**src/rtl/uart_rx_byte.sv**
```systemverilog
// 8N1 UART byte receiver: two-flop input synchronizer, mid-bit sampling FSM,
// one-cycle rx_valid / frame_err pulses and a held copy of the last good byte.
module uart_rx_byte #(
    parameter int CLKS_PER_BIT = 10417
) (
    input  logic       clk,
    input  logic       reset,
    input  logic       rx,
    output logic [7:0] rx_data,
    output logic       rx_valid,
    output logic       frame_err,
    output logic       busy
);
    // state        | meaning
    // ST_IDLE      | line idle, waiting for a falling edge on rx_s
    // ST_START     | half a bit in, confirm the start bit is still low
    // ST_DATA      | sample 8 data bits at mid-bit, LSB first
    // ST_STOP      | sample stop bit at mid-bit, publish byte or flag error
    // ST_WAIT_HIGH | framing error seen, wait for the line to return high
    localparam logic [2:0] ST_IDLE      = 3'd0;
    localparam logic [2:0] ST_START     = 3'd1;
    localparam logic [2:0] ST_DATA      = 3'd2;
    localparam logic [2:0] ST_STOP      = 3'd3;
    localparam logic [2:0] ST_WAIT_HIGH = 3'd4;

    localparam logic [15:0] HALF_TC = 16'(CLKS_PER_BIT / 2 - 1);
    localparam logic [15:0] BIT_TC  = 16'(CLKS_PER_BIT - 1);

    logic [2:0]  state;
    logic [15:0] cnt;
    logic [2:0]  bit_idx;
    logic [7:0]  shift;
    logic        rx_meta;
    logic        rx_s;

    always_ff @(posedge clk) begin
        if (reset) begin
            rx_meta <= 1'b1;
            rx_s    <= 1'b1;
        end else begin
            rx_meta <= rx;
            rx_s    <= rx_meta;
        end
    end

    always_ff @(posedge clk) begin
        if (reset) begin
            state     <= ST_IDLE;
            cnt       <= 16'd0;
            bit_idx   <= 3'd0;
            shift     <= 8'h00;
            rx_data   <= 8'h00;
            rx_valid  <= 1'b0;
            frame_err <= 1'b0;
        end else begin
            rx_valid  <= 1'b0;
            frame_err <= 1'b0;
            case (state)
                ST_IDLE: begin
                    cnt <= 16'd0;
                    if (!rx_s) state <= ST_START;
                end
                ST_START: begin
                    if (cnt == HALF_TC) begin
                        cnt     <= 16'd0;
                        bit_idx <= 3'd0;
                        // a start bit that is already high again was a glitch
                        state   <= rx_s ? ST_IDLE : ST_DATA;
                    end else begin
                        cnt <= cnt + 16'd1;
                    end
                end
                ST_DATA: begin
                    if (cnt == BIT_TC) begin
                        cnt            <= 16'd0;
                        shift[bit_idx] <= rx_s;
                        if (bit_idx == 3'd7) state <= ST_STOP;
                        else bit_idx <= bit_idx + 3'd1;
                    end else begin
                        cnt <= cnt + 16'd1;
                    end
                end
                ST_STOP: begin
                    // leaving at mid-stop-bit leaves room to catch a back-to-back start
                    if (cnt == BIT_TC) begin
                        cnt <= 16'd0;
                        if (rx_s) begin
                            rx_data  <= shift;
                            rx_valid <= 1'b1;
                            state    <= ST_IDLE;
                        end else begin
                            frame_err <= 1'b1;
                            state     <= ST_WAIT_HIGH;
                        end
                    end else begin
                        cnt <= cnt + 16'd1;
                    end
                end
                ST_WAIT_HIGH: begin
                    cnt <= 16'd0;
                    if (rx_s) state <= ST_IDLE;
                end
                default: begin
                    cnt   <= 16'd0;
                    state <= ST_IDLE;
                end
            endcase
        end
    end

    assign busy = (state != ST_IDLE);

endmodule

```
**config.mk**
```make
export PLATFORM = sky130hd
export DESIGN_NAME = uart_rx_byte
export DESIGN_NICKNAME = d
export VERILOG_FILES = /design/src/rtl/uart_rx_byte.sv
export SDC_FILE = /design/constraint.sdc
export NUM_CORES = 1
export LEC_CHECK = 0
export ABC_CLOCK_PERIOD_IN_PS = 4700
export BUFFER_PORTS_ARGS = -buffer_cell sky130_fd_sc_hd__buf_4
export CAP_MARGIN = 20
export CORE_MARGIN = 3
export CORE_UTILIZATION = 35
export DETAILED_ROUTE_END_ITERATION = 16
export GPL_TIMING_DRIVEN = 0
export PLACE_DENSITY = 0.62
export SETUP_SLACK_MARGIN = 0.05
export SLEW_MARGIN = 20
export SYNTH_ARGS = -nofsm -noshare
export SYNTH_HDL_FRONTEND = slang
export SYNTH_SLANG_ARGS = --single-unit
```
**constraint.sdc**
```tcl
create_clock -name clk -period 4.7 [get_ports clk]
set_clock_uncertainty 0.05 [all_clocks]
set_input_delay 0 -clock clk [delete_from_list [all_inputs] [get_ports clk]]
set_output_delay 0 -clock clk [all_outputs]
set_load 0.03 [all_outputs]
```
## After elaboration in Yosys (flattened, before gate mapping)

Index checks and enable logic that the tools add are counted.

- Memory bits (read-only): 0
- Input bits: 3
- Latch bits: 0
- Output and inout bits: 11
- Logic and storage cells: 60
- Register bits: 42
- Memory bits (writable): 0
- Memories: 0

- Bitwise gates (word level): 2
- Reductions and logical operators: 10
- Magnitude comparators: 2
- Equal/unequal tests: 14
- Multiplexer cells: 21
- Div/mod/pow operators: 0
- $add $sub $neg: 2
- Shift-type cells: 0
- Multiply operators: 0

Operators with widths:

| cell | count |
|---|---|
| $mux 16 | 2 |
| $pmux 16 s2 | 1 |
| $mux 3 | 10 |
| $add 16x1->16 const B | 1 |
| $eq 16x13->1 const B | 1 |
| $eq 16x14->1 const B | 1 |
| $pmux 3 s5 | 1 |
| $ne 2x2->1 const B | 7 |
| $bwmux 8 | 1 |
| $eq 3x2->1 const B | 2 |
| $eq 3x3->1 const B | 2 |
| $pmux 3 s2 | 1 |
| $reduce_and 6->1 | 1 |
| $lt 3x4->1 const B | 1 |
| $reduce_and 4->1 | 1 |
| $add 3x1->3 const B | 1 |
| $demux 1 s3 | 1 |
| $eq 3x1->1 const B | 1 |
| $ge 3x1->1 const B | 1 |
| $logic_not 3->1 | 1 |
| $mux 1 | 3 |
| $reduce_and 3->1 | 1 |
| $reduce_bool 3->1 | 1 |
| $reduce_or 3->1 | 1 |
| other kinds (6) | 7 |

## Longest topological paths before layout

- Depth in word-level cells: 5
- Mapped depth: 8
- Gate-level depth less buffers: 7

## Worst setup path after synthesis

OpenSTA, ideal clock, no wires.

- Kind: reg2reg
- Start: register cnt[0]
- End: register state[0]
- Stages on the path, launching flop included: 8
- Period minus slack after synthesis: 2,197 ps
- Data arrival time: 2,026 ps
- Path buffers: 0
- Path slack: 2,503 ps
- Required time: 4,529 ps
- Path through: dfxtp_1 inv_1 ha_1 or4bb_1 nor4_4 nor2_2 or3_4 mux2_4

- Word-level cells in the longest chain between the ends: 3
- Elaborated cells between the ends (all ways): 6

RTL lines:

| element | line | source |
|---|---|---|
| start: declaration | 30 | `logic [15:0] cnt;` |
| start signal: assignment | 70 | `cnt <= cnt + 16'd1;` |
| start signal: assignment | 80 | `cnt <= cnt + 16'd1;` |
| start signal: assignment | 96 | `cnt <= cnt + 16'd1;` |
| $eq 16x14->1 / $eq 16x13->1 (equally long branches) | 74, 85, 64 |  |
| $ne 2x2->1 (no source line) | -- |  |
| $reduce_and 6->1 (no source line) (*) | -- |  |
| end signal: assignment | 68 | `state <= rx_s ? ST_IDLE : ST_DATA;` |
| end: declaration | 29 | `logic [2:0] state;` |

Mark *: on every way between the ends. The rest lies on a longest branch, timed or not.
A chain may end at the register's enable or synchronous reset.

## Final worst setup path

- Start: register cnt[0]
- End: register rx_data[0]

- Word-level cells in the longest chain between the ends: 2

RTL lines:

| element | line | source |
|---|---|---|
| $eq 16x14->1 | 85 | `if (cnt == BIT_TC) begin` |
| $reduce_and 3->1 (no source line) | -- |  |
| end signal: assignment | 88 | `rx_data <= shift;` |
| end: declaration | 9 | `output logic [7:0] rx_data,` |

Every way passes these cells.

==> metrics <==
DR iter-0 viols=71; worst slew pin tran=0.764 ns; dpl cell area=2130 µm²; gp weighted congestion=0.775; final core occ=43.0%; RSZ-0062 raised after global routing=false; post-route cell area=2250 µm²; vias in the first global route=1355; CORE AREA=5240 µm²; Peak Freq=418 MHz; Post-synth top cells=42 x dfxtp_1, 39 x nor2_1, 16 x mux2i_1; Final Max Tran Viols=0; IO Pins=14; Hold Crit Depth=2; Pre-antenna DRT Iters=4; switch share=24.9%; Seq/Total Area, Yosys=43.1%; Detailed Route WL=3.63 mm; total gr overflow=0; DR vias/cell=4.91; Final ANT Viol Nets=0; Max VDD drop=168 µV; worst relative slew slack=48.8%; Clk pwr share=37.2%; Arr. time, crit path=2.51 ns; switching component of the power=192 µW; Final Hold Viols=0; crit end category=register; Setup CP Type=reg2reg; Clock Tree Buf Depth=2; hold path start=reset; CP Max Fanout=10; Nets=234; syn_nets=214; IO Port Bufs=12; Fill cells=507; synth top area cells=dfxtp_1 43%, mux2i_1 8.2%, nor2_1 7.5%; DPL Wire Length=2.64 mm; Antenna Cells=0; compound-gate portion of the synthesized area=6.35%; Die Wd=80.6 µm; multiplexer share of the synthesized area=8.99%; Hold Path Sink=state[2]; startpoint types=register; largest net degree at the start of global routing=13; register bit total from synthesis=42; post-synth top area cell=dfxtp_1; Synth Area in Simple Gates=29.4%; outcome=complete, no violations; asr flop ratio synth=0%; Post-Syn Area=1950 µm²; top cell type's share of synthesized area=43.1%; yosys warns=0; CTS tree=yes; Initial Utilization=37.2%; Yosys cell types=45; # hold bufs at CTS=1; layout cell share with drive strength beyond 1=15.0%; Syn Area/Cell=9.42 µm²; first-pass GRT wire length=6.39 mm; Hold Path Class=in2reg; clock latency on the worst-skew pair=0.29 ns; cell with the most instances after synthesis=dfxtp_1; die area=6500 µm²; EDFF count, synth=0; R2R setup slack=2.31 ns; max cap viols=0; area delta synth->final=15.4%; clock sink count=42; Critical Path RT=4.82 ns; post-cts sizing count=0; cell count after synthesis=207; reg2reg end=rx_data[0]; CTS buffer count=5; XOR/XNOR share of the synthesized area=6.74%; TNS Setup=0 ns; Int Pwr=578 µW; initial antenna violation count=0; Tmin final=2.39 ns; largest family of logic cells by synthesized area=simple AND/OR/NAND/NOR gates; root buf cell=clkbuf_8; Pleak=0.000904 µW; setup repair bufs after CTS=0; Seq pwr share=47.6%; wire per inst=12.2 µm; Std-Cell Rows=26; Adder-Cell Fraction of Synth Area=2.57%; CTS clk-pin slew, worst paths=0.08 ns; Remaining DRCs=0; r2r startpoint=cnt[0]; vias=1458; chip height=80.6 µm; period utilization=50.9%; Pwr per Cell Area=342 nW/µm²; Logic pwr share=15.2%; total track usage=12.6%; Setup Viol. Count Final=0; Most used DFF post-synth=dfxtp_1; R2R depth=8; H-tree depth=2
registers in the layout (all words and copies together), names as in the netlist:
signal,flops
rx_meta,1
rx_s,1
bit_idx,3
rx_valid,1
cnt,16
frame_err,1
state,3
rx_data,8
shift,8
area by class of cell:
class	count	area (µm²)	area share, %
multi-input cells	151	1050	46.8
flip-flops and latches	42	841	37.4
repair buffers	13	100	4.45
well taps	70	87.6	3.89
clock buffers	6	82.6	3.67
plain buffers	10	40.0	1.78
clock inverters	1	30.0	1.33
inverters	4	15.0	0.667
worst max-delay path, cell delays in order, from the launching register on:
cell	delay, ns
dfxtp_1	0.34
inv_1	0.06
ha_1	0.14
or4bb_1	0.44
nor4_4	0.40
buf_2	0.30
nand4_4	0.25
mux2i_1	0.23
nor2_1	0.06
per-stage QoR:
stage | setup slack (ns) | hold WS [ns] | cells | total power, µW
after floorplan | 2.50 | 0.0538 | 207 | 466
after global placement | 2.33 | 0.136 | 289 | 492
after detailed placement | 2.29 | 0.138 | 289 | 492
after CTS | 2.27 | 0.0911 | 297 | 780
after global routing | 2.09 | 0.110 | 297 | 805
final | 2.31 | 0.0993 | 297 | 770
logic make-up after synthesis:
kind of cell,after synthesis
AND/OR/NAND/NOR,100
multiplexers,17
flip-flops,42
buffers and inverters,14
adder cells (fa/ha/maj),4
AO/OA/AOI/OAI,15
XOR/XNOR,15
how the worst max path moves through the flow:
stage / endpoint / depth (start not counted) / slack [ns] / start
after floorplan: state[0] / 7 / 2.50 / cnt[0]
after global placement: rx_data[7] / 8 / 2.33 / cnt[0]
after detailed placement: rx_data[0] / 8 / 2.29 / cnt[0]
after CTS: rx_data[0] / 8 / 2.27 / cnt[0]
after global routing: rx_data[7] / 8 / 2.09 / cnt[0]
final: rx_data[0] / 8 / 2.31 / cnt[0]
cells in the final DEF, fill, tap and decap left out, types with 6 or more instances in the layout:
cell type	instances
buf_4	12
clkbuf_1	7
clkbuf_8	6
dfxtp_1	42
mux2i_1	16
nand2_1	10
nand3_1	6
nand4_1	8
nor2_1	39
xor2_1	11
layer usage:
| metal | routed length (µm) | global-route usage, % | part of all wire (%) |
|---|---|---|---|
| met1 | 1870 | 16.9 | 51 |
| met4 | 75 | 6.08 | 2.1 |
| met2 | 1580 | 18.7 | 44 |
| met5 | 0 | 0 | 0 |
| met3 | 104 | 3.03 | 2.9 |
power groups by stage:
| stage | sequential [µW] | clock, µW | combinational [µW] |
|---|---|---|---|
| final | 367 | 287 | 117 |
| after CTS | 367 | 295 | 118 |
| after detailed placement | 375 | 0 | 117 |
| after global routing | 368 | 309 | 128 |
| after global placement | 375 | 0 | 117 |
| after floorplan | 374 | 0 | 92.0 |
Note: power is estimated with default switching activity, not from simulation.
